==> src/rtl/dp_operand_framer_pkg.sv <==
// Shared types and constants for the datapath operand framer.
package dp_pkg;
  localparam int DP_DATAWIDTH    = 32;
  localparam int DP_NUM_OPERANDS = 3;
  localparam int DP_IDX_W        = 2;
  localparam int DP_WCNT_W       = 4;

  typedef enum logic [1:0] {
    LOAD    = 2'd0,
    WAIT    = 2'd1,
    CAPTURE = 2'd2,
    OUT     = 2'd3
  } dp_state_e;
endpackage

==> src/rtl/dp_operand_framer_if.sv <==
// Word-stream input and result-stream output of the operand framer.
// master: the feeding/consuming side; slave: the framer.
interface dp_operand_framer_if #(
  parameter int DATAWIDTH = 32
);
  logic [DATAWIDTH-1:0] in_data;
  logic                 in_valid;
  logic                 in_last;
  logic                 in_ready;
  logic [DATAWIDTH-1:0] out_z;
  logic [DATAWIDTH-1:0] out_x;
  logic                 out_valid;
  logic                 out_ready;
  logic                 err_frame;
  logic                 busy;

  modport master (
    output in_data, in_valid, in_last, out_ready,
    input  in_ready, out_z, out_x, out_valid, err_frame, busy
  );

  modport slave (
    input  in_data, in_valid, in_last, out_ready,
    output in_ready, out_z, out_x, out_valid, err_frame, busy
  );
endinterface

==> src/rtl/dp_operand_framer_result_hold.sv <==
// Result holding register: captures z/x on request and holds them with
// out_valid until the consumer takes them.
module dp_result_hold #(
  parameter int DATAWIDTH = 32
) (
  input  logic                 Clk,
  input  logic                 Rst,
  input  logic                 capture_i,
  input  logic [DATAWIDTH-1:0] res_z_i,
  input  logic [DATAWIDTH-1:0] res_x_i,
  input  logic                 ready_i,
  output logic [DATAWIDTH-1:0] z_o,
  output logic [DATAWIDTH-1:0] x_o,
  output logic                 valid_o,
  output logic                 xfer_o
);
  logic [DATAWIDTH-1:0] z_q, x_q;
  logic                 valid_q;

  // Load on capture, drop valid once the result has been taken.
  always_ff @(posedge Clk) begin
    if (Rst) begin
      z_q     <= '0;
      x_q     <= '0;
      valid_q <= 1'b0;
    end else if (capture_i) begin
      z_q     <= res_z_i;
      x_q     <= res_x_i;
      valid_q <= 1'b1;
    end else if (valid_q && ready_i) begin
      valid_q <= 1'b0;
    end
  end

  assign z_o     = z_q;
  assign x_o     = x_q;
  assign valid_o = valid_q;
  assign xfer_o  = valid_q && ready_i;
endmodule

==> src/rtl/dp_operand_framer.sv <==
// Operand framer: collects a/b/c frames from a word stream, holds them for
// LATENCY edges in front of the datapath, then presents captured z/x.
// Optional macro DP_FRAMER_STATS_EN adds frame_cnt / err_cnt outputs.
//
// state   | meaning
// LOAD    | accepting words, idx selects a/b/c
// WAIT    | operands frozen, counting down datapath latency
// CAPTURE | sample res_z/res_x into the result register
// OUT     | result offered, waiting for out_ready
module dp_operand_framer
  import dp_pkg::*;
#(
  parameter int DATAWIDTH = DP_DATAWIDTH,
  parameter int LATENCY   = 1
) (
  input  logic                 Clk,
  input  logic                 Rst,
`ifdef DP_FRAMER_STATS_EN
  output logic [15:0]          frame_cnt,
  output logic [7:0]           err_cnt,
`endif
  dp_operand_framer_if.slave   bus,
  output logic [DATAWIDTH-1:0] op_a,
  output logic [DATAWIDTH-1:0] op_b,
  output logic [DATAWIDTH-1:0] op_c,
  input  logic [DATAWIDTH-1:0] res_z,
  input  logic [DATAWIDTH-1:0] res_x
);
  localparam logic [DP_IDX_W-1:0]  IDX_LAST  = DP_IDX_W'(DP_NUM_OPERANDS - 1);
  localparam logic [DP_WCNT_W-1:0] WCNT_INIT = DP_WCNT_W'(LATENCY);

  dp_state_e             state_q;
  logic [DP_IDX_W-1:0]   idx_q;
  logic [DP_WCNT_W-1:0]  wcnt_q;
  logic [DATAWIDTH-1:0]  op_a_q, op_b_q, op_c_q;
  logic                  in_ready_q, busy_q, err_frame_q;
  logic                  in_xfer, res_xfer;

  assign in_xfer = bus.in_valid && in_ready_q;

  // Framing FSM with operand registers; all outputs registered.
  always_ff @(posedge Clk) begin
    if (Rst) begin
      state_q     <= LOAD;
      idx_q       <= '0;
      wcnt_q      <= '0;
      op_a_q      <= '0;
      op_b_q      <= '0;
      op_c_q      <= '0;
      in_ready_q  <= 1'b1;
      busy_q      <= 1'b0;
      err_frame_q <= 1'b0;
    end else begin
      err_frame_q <= 1'b0;
      case (state_q)
        LOAD: begin
          if (in_xfer) begin
            if (idx_q == '0)           op_a_q <= bus.in_data;
            else if (idx_q == IDX_LAST) op_c_q <= bus.in_data;
            else                        op_b_q <= bus.in_data;

            if (idx_q == IDX_LAST && bus.in_last) begin
              state_q    <= WAIT;
              wcnt_q     <= WCNT_INIT;
              in_ready_q <= 1'b0;
              busy_q     <= 1'b1;
            end else if (idx_q == IDX_LAST || bus.in_last) begin
              // Short or overlong frame: drop it and restart at operand a.
              err_frame_q <= 1'b1;
              idx_q       <= '0;
              busy_q      <= 1'b0;
            end else begin
              idx_q  <= idx_q + 1'b1;
              busy_q <= 1'b1;
            end
          end
        end
        WAIT: begin
          if (wcnt_q == DP_WCNT_W'(1)) state_q <= CAPTURE;
          else                         wcnt_q  <= wcnt_q - 1'b1;
        end
        CAPTURE: begin
          state_q <= OUT;
        end
        OUT: begin
          if (res_xfer) begin
            state_q    <= LOAD;
            idx_q      <= '0;
            in_ready_q <= 1'b1;
            busy_q     <= 1'b0;
          end
        end
        default: state_q <= LOAD;
      endcase
    end
  end

  dp_result_hold #(.DATAWIDTH(DATAWIDTH)) u_hold (
    .Clk       (Clk),
    .Rst       (Rst),
    .capture_i (state_q == CAPTURE),
    .res_z_i   (res_z),
    .res_x_i   (res_x),
    .ready_i   (bus.out_ready),
    .z_o       (bus.out_z),
    .x_o       (bus.out_x),
    .valid_o   (bus.out_valid),
    .xfer_o    (res_xfer)
  );

  assign bus.in_ready  = in_ready_q;
  assign bus.busy      = busy_q;
  assign bus.err_frame = err_frame_q;
  assign op_a          = op_a_q;
  assign op_b          = op_b_q;
  assign op_c          = op_c_q;

`ifdef DP_FRAMER_STATS_EN
  logic [15:0] frame_cnt_q;
  logic [7:0]  err_cnt_q;

  // Result transfers wrap; framing errors saturate.
  always_ff @(posedge Clk) begin
    if (Rst) begin
      frame_cnt_q <= '0;
      err_cnt_q   <= '0;
    end else begin
      if (res_xfer) frame_cnt_q <= frame_cnt_q + 16'd1;
      if (err_frame_q && err_cnt_q != 8'hFF) err_cnt_q <= err_cnt_q + 8'd1;
    end
  end

  assign frame_cnt = frame_cnt_q;
  assign err_cnt   = err_cnt_q;
`endif
endmodule

==> src/flat_wrapper.sv <==
// flat-port wrapper written by rule: the top's interface ports become plain ports
module dp_operand_framer_flat import dp_pkg::*;
#(
  parameter int DATAWIDTH = DP_DATAWIDTH,
  parameter int LATENCY   = 1
)
  (Clk, Rst, op_a, op_b, op_c, res_z, res_x, bus_in_data, bus_in_valid, bus_in_last, bus_out_ready, bus_in_ready, bus_out_z, bus_out_x, bus_out_valid, bus_err_frame, bus_busy);
  dp_operand_framer_if #(.DATAWIDTH(DATAWIDTH)) bus_i ();
  input  logic Clk;
  input  logic Rst;
  output logic [DATAWIDTH-1:0] op_a;
  output logic [DATAWIDTH-1:0] op_b;
  output logic [DATAWIDTH-1:0] op_c;
  input  logic [DATAWIDTH-1:0] res_z;
  input  logic [DATAWIDTH-1:0] res_x;
  input wire logic [$bits(bus_i.in_data)-1:0] bus_in_data;
  input wire logic [$bits(bus_i.in_valid)-1:0] bus_in_valid;
  input wire logic [$bits(bus_i.in_last)-1:0] bus_in_last;
  input wire logic [$bits(bus_i.out_ready)-1:0] bus_out_ready;
  output wire logic [$bits(bus_i.in_ready)-1:0] bus_in_ready;
  output wire logic [$bits(bus_i.out_z)-1:0] bus_out_z;
  output wire logic [$bits(bus_i.out_x)-1:0] bus_out_x;
  output wire logic [$bits(bus_i.out_valid)-1:0] bus_out_valid;
  output wire logic [$bits(bus_i.err_frame)-1:0] bus_err_frame;
  output wire logic [$bits(bus_i.busy)-1:0] bus_busy;
  assign bus_i.in_data = bus_in_data;
  assign bus_i.in_valid = bus_in_valid;
  assign bus_i.in_last = bus_in_last;
  assign bus_i.out_ready = bus_out_ready;
  assign bus_in_ready = bus_i.in_ready;
  assign bus_out_z = bus_i.out_z;
  assign bus_out_x = bus_i.out_x;
  assign bus_out_valid = bus_i.out_valid;
  assign bus_err_frame = bus_i.err_frame;
  assign bus_busy = bus_i.busy;
  dp_operand_framer #(.DATAWIDTH(DATAWIDTH), .LATENCY(LATENCY)) u_core (.Clk(Clk), .Rst(Rst), .bus(bus_i), .op_a(op_a), .op_b(op_b), .op_c(op_c), .res_z(res_z), .res_x(res_x));
endmodule
==> config.mk <==
export PLATFORM = sky130hd
export DESIGN_NAME = dp_operand_framer_flat
export DESIGN_NICKNAME = d
export VERILOG_FILES = /design/src/rtl/dp_operand_framer_pkg.sv /design/src/rtl/dp_operand_framer_if.sv /design/src/rtl/dp_operand_framer_result_hold.sv /design/src/rtl/dp_operand_framer.sv /design/src/flat_wrapper.sv
export SDC_FILE = /design/constraint.sdc
export NUM_CORES = 1
export LEC_CHECK = 0
export CORE_MARGIN = 1.5
export CORE_UTILIZATION = 35
export CTS_CLUSTER_DIAMETER = 40
export DETAILED_ROUTE_END_ITERATION = 16
export PLACE_DENSITY = 0.76
export REMOVE_ABC_BUFFERS = 1
export SLEW_MARGIN = 20
export SYNTH_ARGS = -nofsm -noshare
export SYNTH_HDL_FRONTEND = slang
export SYNTH_SLANG_ARGS = --single-unit
==> constraint.sdc <==
create_clock -name Clk -period 2.3 [get_ports Clk]
set_input_delay 0.23 -clock Clk [delete_from_list [all_inputs] [get_ports Clk]]
set_output_delay 0.23 -clock Clk [all_outputs]
set_load 0.01 [all_outputs]
**After elaboration in Yosys (flattened, before gate mapping)**

Index checks and enable logic that the tools add are counted.

- Word-level logic and storage cells: 71
- Output and inout port bits: 164
- Register bits: 172

- Multiplexer cells: 24
- Add/sub/neg operators: 2
- Bitwise operators: 4
- Equal/unequal tests: 11
- Reductions and logical operators: 18

Operators with widths:

| kind | number |
|---|---|
| AND reduction 4 bit | 6 |
| 2-to-1 mux 2 bit | 7 |
| 2-to-1 mux 4 bit | 3 |
| 2-to-1 mux 1 bit | 9 |
| != test 2 x 1 -> 1 bit, second input constant | 4 |
| one-hot mux 2 bit (4 select lines) | 1 |
| one-hot mux 4 bit (2 select lines) | 1 |
| == test 2 bit, second input constant | 3 |
| AND reduction 3 bit | 2 |
| nonzero test 2 bit | 3 |
| == test 4 x 1 -> 1 bit, second input constant | 1 |
| logical NOT 2 bit | 2 |
| != test 2 bit, second input constant | 2 |
| inverter 1 bit | 4 |
| one-hot mux 1 bit (2 select lines) | 2 |
| one-hot mux 2 bit (2 select lines) | 1 |
| OR reduction 4 bit | 1 |
| subtractor 4 x 1 -> 4 bit, second input constant | 1 |
| logical AND 1 bit | 3 |
| adder 2 x 1 -> 2 bit, second input constant | 1 |
| == test 2 x 1 -> 1 bit, second input constant | 1 |
| logical OR 1 bit | 1 |

**Logic depth before layout (Yosys ltp)**

- Depth in word-level cells: 6
- Gate-level depth with buffers: 9
- Gate-level depth less buffers: 7

**Hierarchy**

Synthesis repeated with hierarchy kept, for this count alone.

- Cells, all modules: 718
- Area, all modules: 6391.1 um^2

By module, submodules not included:

| module | times used | seq. area each (um^2) | cells an instance | area an instance (um^2) |
|---|---|---|---|---|
| dp_operand_framer | 1 | 2142.1 | 507 | 4040.1 |
| dp_result_hold | 1 | 1301.2 | 211 | 2351.0 |

**Worst setup path before layout**

Ideal clock, no wire load.

- Path kind: register to register
- Start: register u_core.state_q[0]
- End: register u_core.op_b_q[1] (netlist: u_core.op_b[1])
- Arrival time: 1.587 ns
- Stages on the path, launching flop included: 10
- Library setup time: 0.132 ns
- Buffers on the path: 3
- Period minus slack after synthesis: 1.719 ns
- Path slack: 0.581 ns
- Path through: dfxtp_1 > inv_1 > ha_1 > buf_2 > nand3_2 > or3_1 > clkbuf_1 > buf_2 > nand2_1 > a21oi_1

- Word-level cells in the longest chain between the ends: 2

RTL lines:

| element | RTL line | text |
|---|---|---|
| from (decl) | dp_operand_framer.sv:32 | `dp_state_e state_q;` |
| from (signal assigned) | dp_operand_framer.sv:44 | `state_q <= LOAD;` |
| from (signal assigned) | dp_operand_framer.sv:63 | `state_q <= WAIT;` |
| from (signal assigned) | dp_operand_framer.sv:79 | `if (wcnt_q == DP_WCNT_W'(1)) state_q <= CAPTURE;` |
| logical NOT 2 bit | dp_operand_framer.sv:55 | `case (state_q)` |
| AND reduction 4 bit (no source line) | -- |  |
| to (signal assigned) | dp_operand_framer.sv:60 | `else op_b_q <= bus.in_data;` |
| to (decl) | dp_operand_framer.sv:35 | `logic [DATAWIDTH-1:0] op_a_q, op_b_q, op_c_q;` |

Every way passes these cells.
A chain may end at the register's enable or synchronous reset.

**Worst setup path after layout**

- Start: register u_core.state_q[0]
- End: register u_core.op_b_q[27] (netlist: u_core.op_b[27])

Same word-level chain as after synthesis.

==> impl_metrics.json <==
{
  "synth_cell_type_count": 38,
  "insertion_delay_ns": 0.42,
  "fp.dieH_um": 137.5,
  "crit_chain": "inv_1 -> ha_1 -> nand3_2 -> or3_1 -> buf_4 -> nand2_1 -> a21oi_1",
  "via_per_inst": 4.698,
  "synth-edff-count": 0,
  "die_w_um": 137.5,
  "tritoncts": "yes",
  "path_max_fanout": 32,
  "grt_setup_unrepaired": "false",
  "portBuffers": 264,
  "cts.sink_count": 172,
  "antenna_left": 0,
  "clock-skew-final_ns": 0.006530,
  "post_cts_buffers": 0,
  "drive_gt1_frac": 0.05317,
  "antenna_found_initial": 0,
  "synth_seq_cells": 172,
  "track_usage": 0.1933,
  "hold_slack_ns": 0.2031,
  "grt_max_degree": 77,
  "fillers": 1560,
  "worst_path_largest_cell_delay_ns": 0.38,
  "final_cell_mix": "clkdlybuf4s50_1, nand2_1, dfxtp_1",
  "seq_area_frac_synth": 0.5440,
  "critPathCaptureType": "flop",
  "netlist_instances": 718,
  "regArea_um2": 3443,
  "busiest_layer": "met2",
  "setup_slack_ns": 0.2127,
  "crit_slowest_cell": "ha_1",
  "nNetsFinal": 1078,
  "cts_root_buffer": "clkbuf_16",
  "fmax_ghz": 0.4791,
  "status": "completed",
  "utilization": 0.5624,
  "power_density_nw_per_um2": 687.5,
  "n_antenna_cell": 0,
  "holdBufCountCts": 0,
  "coreArea_um2": 17480,
  "globalplace.congestion": 0.8119,
  "multi_input_comb_area_um2": 2660,
  "syn2layout_area_growth_pct": 55.27,
  "yosysWarningCount": 0,
  "power_mw": 6.757,
  "initialDrtViolationCount": 217,
  "drc_errors": 0,
  "vias": 5652,
  "worstMarginPinSlew_ns": 0.5656,
  "ys.flop_type": "dfxtp_1",
  "final.period_utilization": 0.9075,
  "grtUsageMet3": 0.07947,
  "initial_core_util": 0.3622,
  "ctsResizeCount": 0,
  "firstDrtPassIters": 4,
  "setup_violations": 0,
  "final_common_cell": "clkdlybuf4s50_1",
  "slew_headroom": 0.6222,
  "finalWirelength_mm": 18.01,
  "met1_usage": 0.2182,
  "max-cap-violations": 0,
  "grt_pass1_vias": 5577,
  "overflow": 0,
  "setup_tns_ns": 0,
  "synth.cell_area_um2": 6330,
  "num_rows": 48,
  "cts_inserted_buffers": 17,
  "finalHoldViolCount": 0,
  "p_leak_nw": 3.420,
  "start_kind": "flop",
  "drt-wirelength-per-cell_um": 14.97,
  "io_pins": 265,
  "hpwl_mm": 12.54,
  "finalMaxSlewViolations": 0,
  "grt_pass1_wl_mm": 28.21,
  "worstSetupPathType": "reg2reg",
  "htree_levels": 4,
  "peakVddDrop_v": 0.0004967,
  "gr-usage-met2": 0.3294,
  "synth_area_per_cell_um2": 8.816,
  "clk_pin_slew_ns": 0.06,
  "async_reset_ff_frac": 0,
  "worstPathRequired_ns": 2.60,
  "die_area_um2": 18900,
  "crit_arrival_ns": 2.38,
  "period_needed_ns": 2.087,
  "cts_buffer_depth": 2,
  "hold_path.class": "in2reg",
  "preCtsSetupSlack_ns": 0.2441
}
[through the flow]
| step | area (µm²) | std cells |
|---|---|---|
| global route | 9828 | 1203 |
| global placement | 9223 | 1171 |
| floorplan | 6121 | 670 |
| CTS | 9828 | 1203 |
| finish | 9828 | 1203 |
| detailed placement | 9223 | 1171 |
[cells by family after synthesis]
kind of cell	count (synthesis)	synth area share
AND/OR/NAND/NOR	292	0.1848
flip-flops	172	0.5440
AO/OA/AOI/OAI	115	0.1012
multiplexers	67	0.1061
buffers and inverters	60	0.04013
adder cells (fa/ha/maj)	12	0.02372
[state kept, by name, indices dropped and copies added, names as in the netlist, 2 cells and up]
signal	cells
u_core.u_hold.z_o	32
u_core.op_a	32
u_core.u_hold.x_o	32
u_core.state_q	2
u_core.op_b	32
u_core.wcnt_q	4
u_core.op_c	32
u_core.idx_q	2
[where the power goes]
part           switching [mW]  internal [mW]  leakage (nW)
logic                   0.336          0.370          1.74
clock network            1.18           1.77         0.292
registers              0.0437           3.06          1.39
total                    1.55           5.20          3.42
[critical path: cells and delay by family, from the launching register on]
family	cells	cell delay, ns
fa+ha+maj	1	0.38
flops	1	0.35
simple gates	3	0.73
compound gates	1	0.06
buf+inv	2	0.42
[cell usage after synthesis, types with 2 or more instances]
cell / number / share of area
inv_1: 12 / 0.0071
ha_1: 12 / 0.024
nor3_2: 2 / 0.0032
dfxtp_1: 172 / 0.54
nor3_1: 4 / 0.0032
nor2_1: 75 / 0.044
clkbuf_1: 25 / 0.015
o21ai_0: 2 / 0.0016
nand2b_1: 2 / 0.0020
mux2i_1: 66 / 0.10
buf_2: 23 / 0.018
or3_1: 2 / 0.0020
a21oi_1: 100 / 0.079
a211oi_1: 2 / 0.0024
nand2_1: 196 / 0.12
[area by class of cell]
| cell class | instances | share of cell area |
|---|---|---|
| Multi-Input combinational cell | 486 | 0.2707 |
| Clock buffer | 23 | 0.04761 |
| Inverter | 12 | 0.004583 |
| Clock inverter | 9 | 0.01400 |
| Timing Repair Buffer | 276 | 0.2842 |
| Tap cell | 225 | 0.02864 |
| Sequential cell | 172 | 0.3503 |
[routing by layer]
layer	share of wire	wire [µm]
met5	0	0
met4	0.012	217
met3	0.11	2043
met2	0.47	8460
met1	0.40	7286
[path summary, 6_finish.rpt]
path	start	endpoint	slack, ns	cells past startpoint
min	Rst	u_core.u_hold.x_o[26]	0.20	2
min reg2reg	u_core.op_a[8]	u_core.op_a[8]	0.45	2
max	u_core.state_q[0]	u_core.op_b[27]	0.21	7
max reg2reg	u_core.state_q[0]	u_core.op_b[27]	0.21	7
Power figures use the tool's default switching activity.
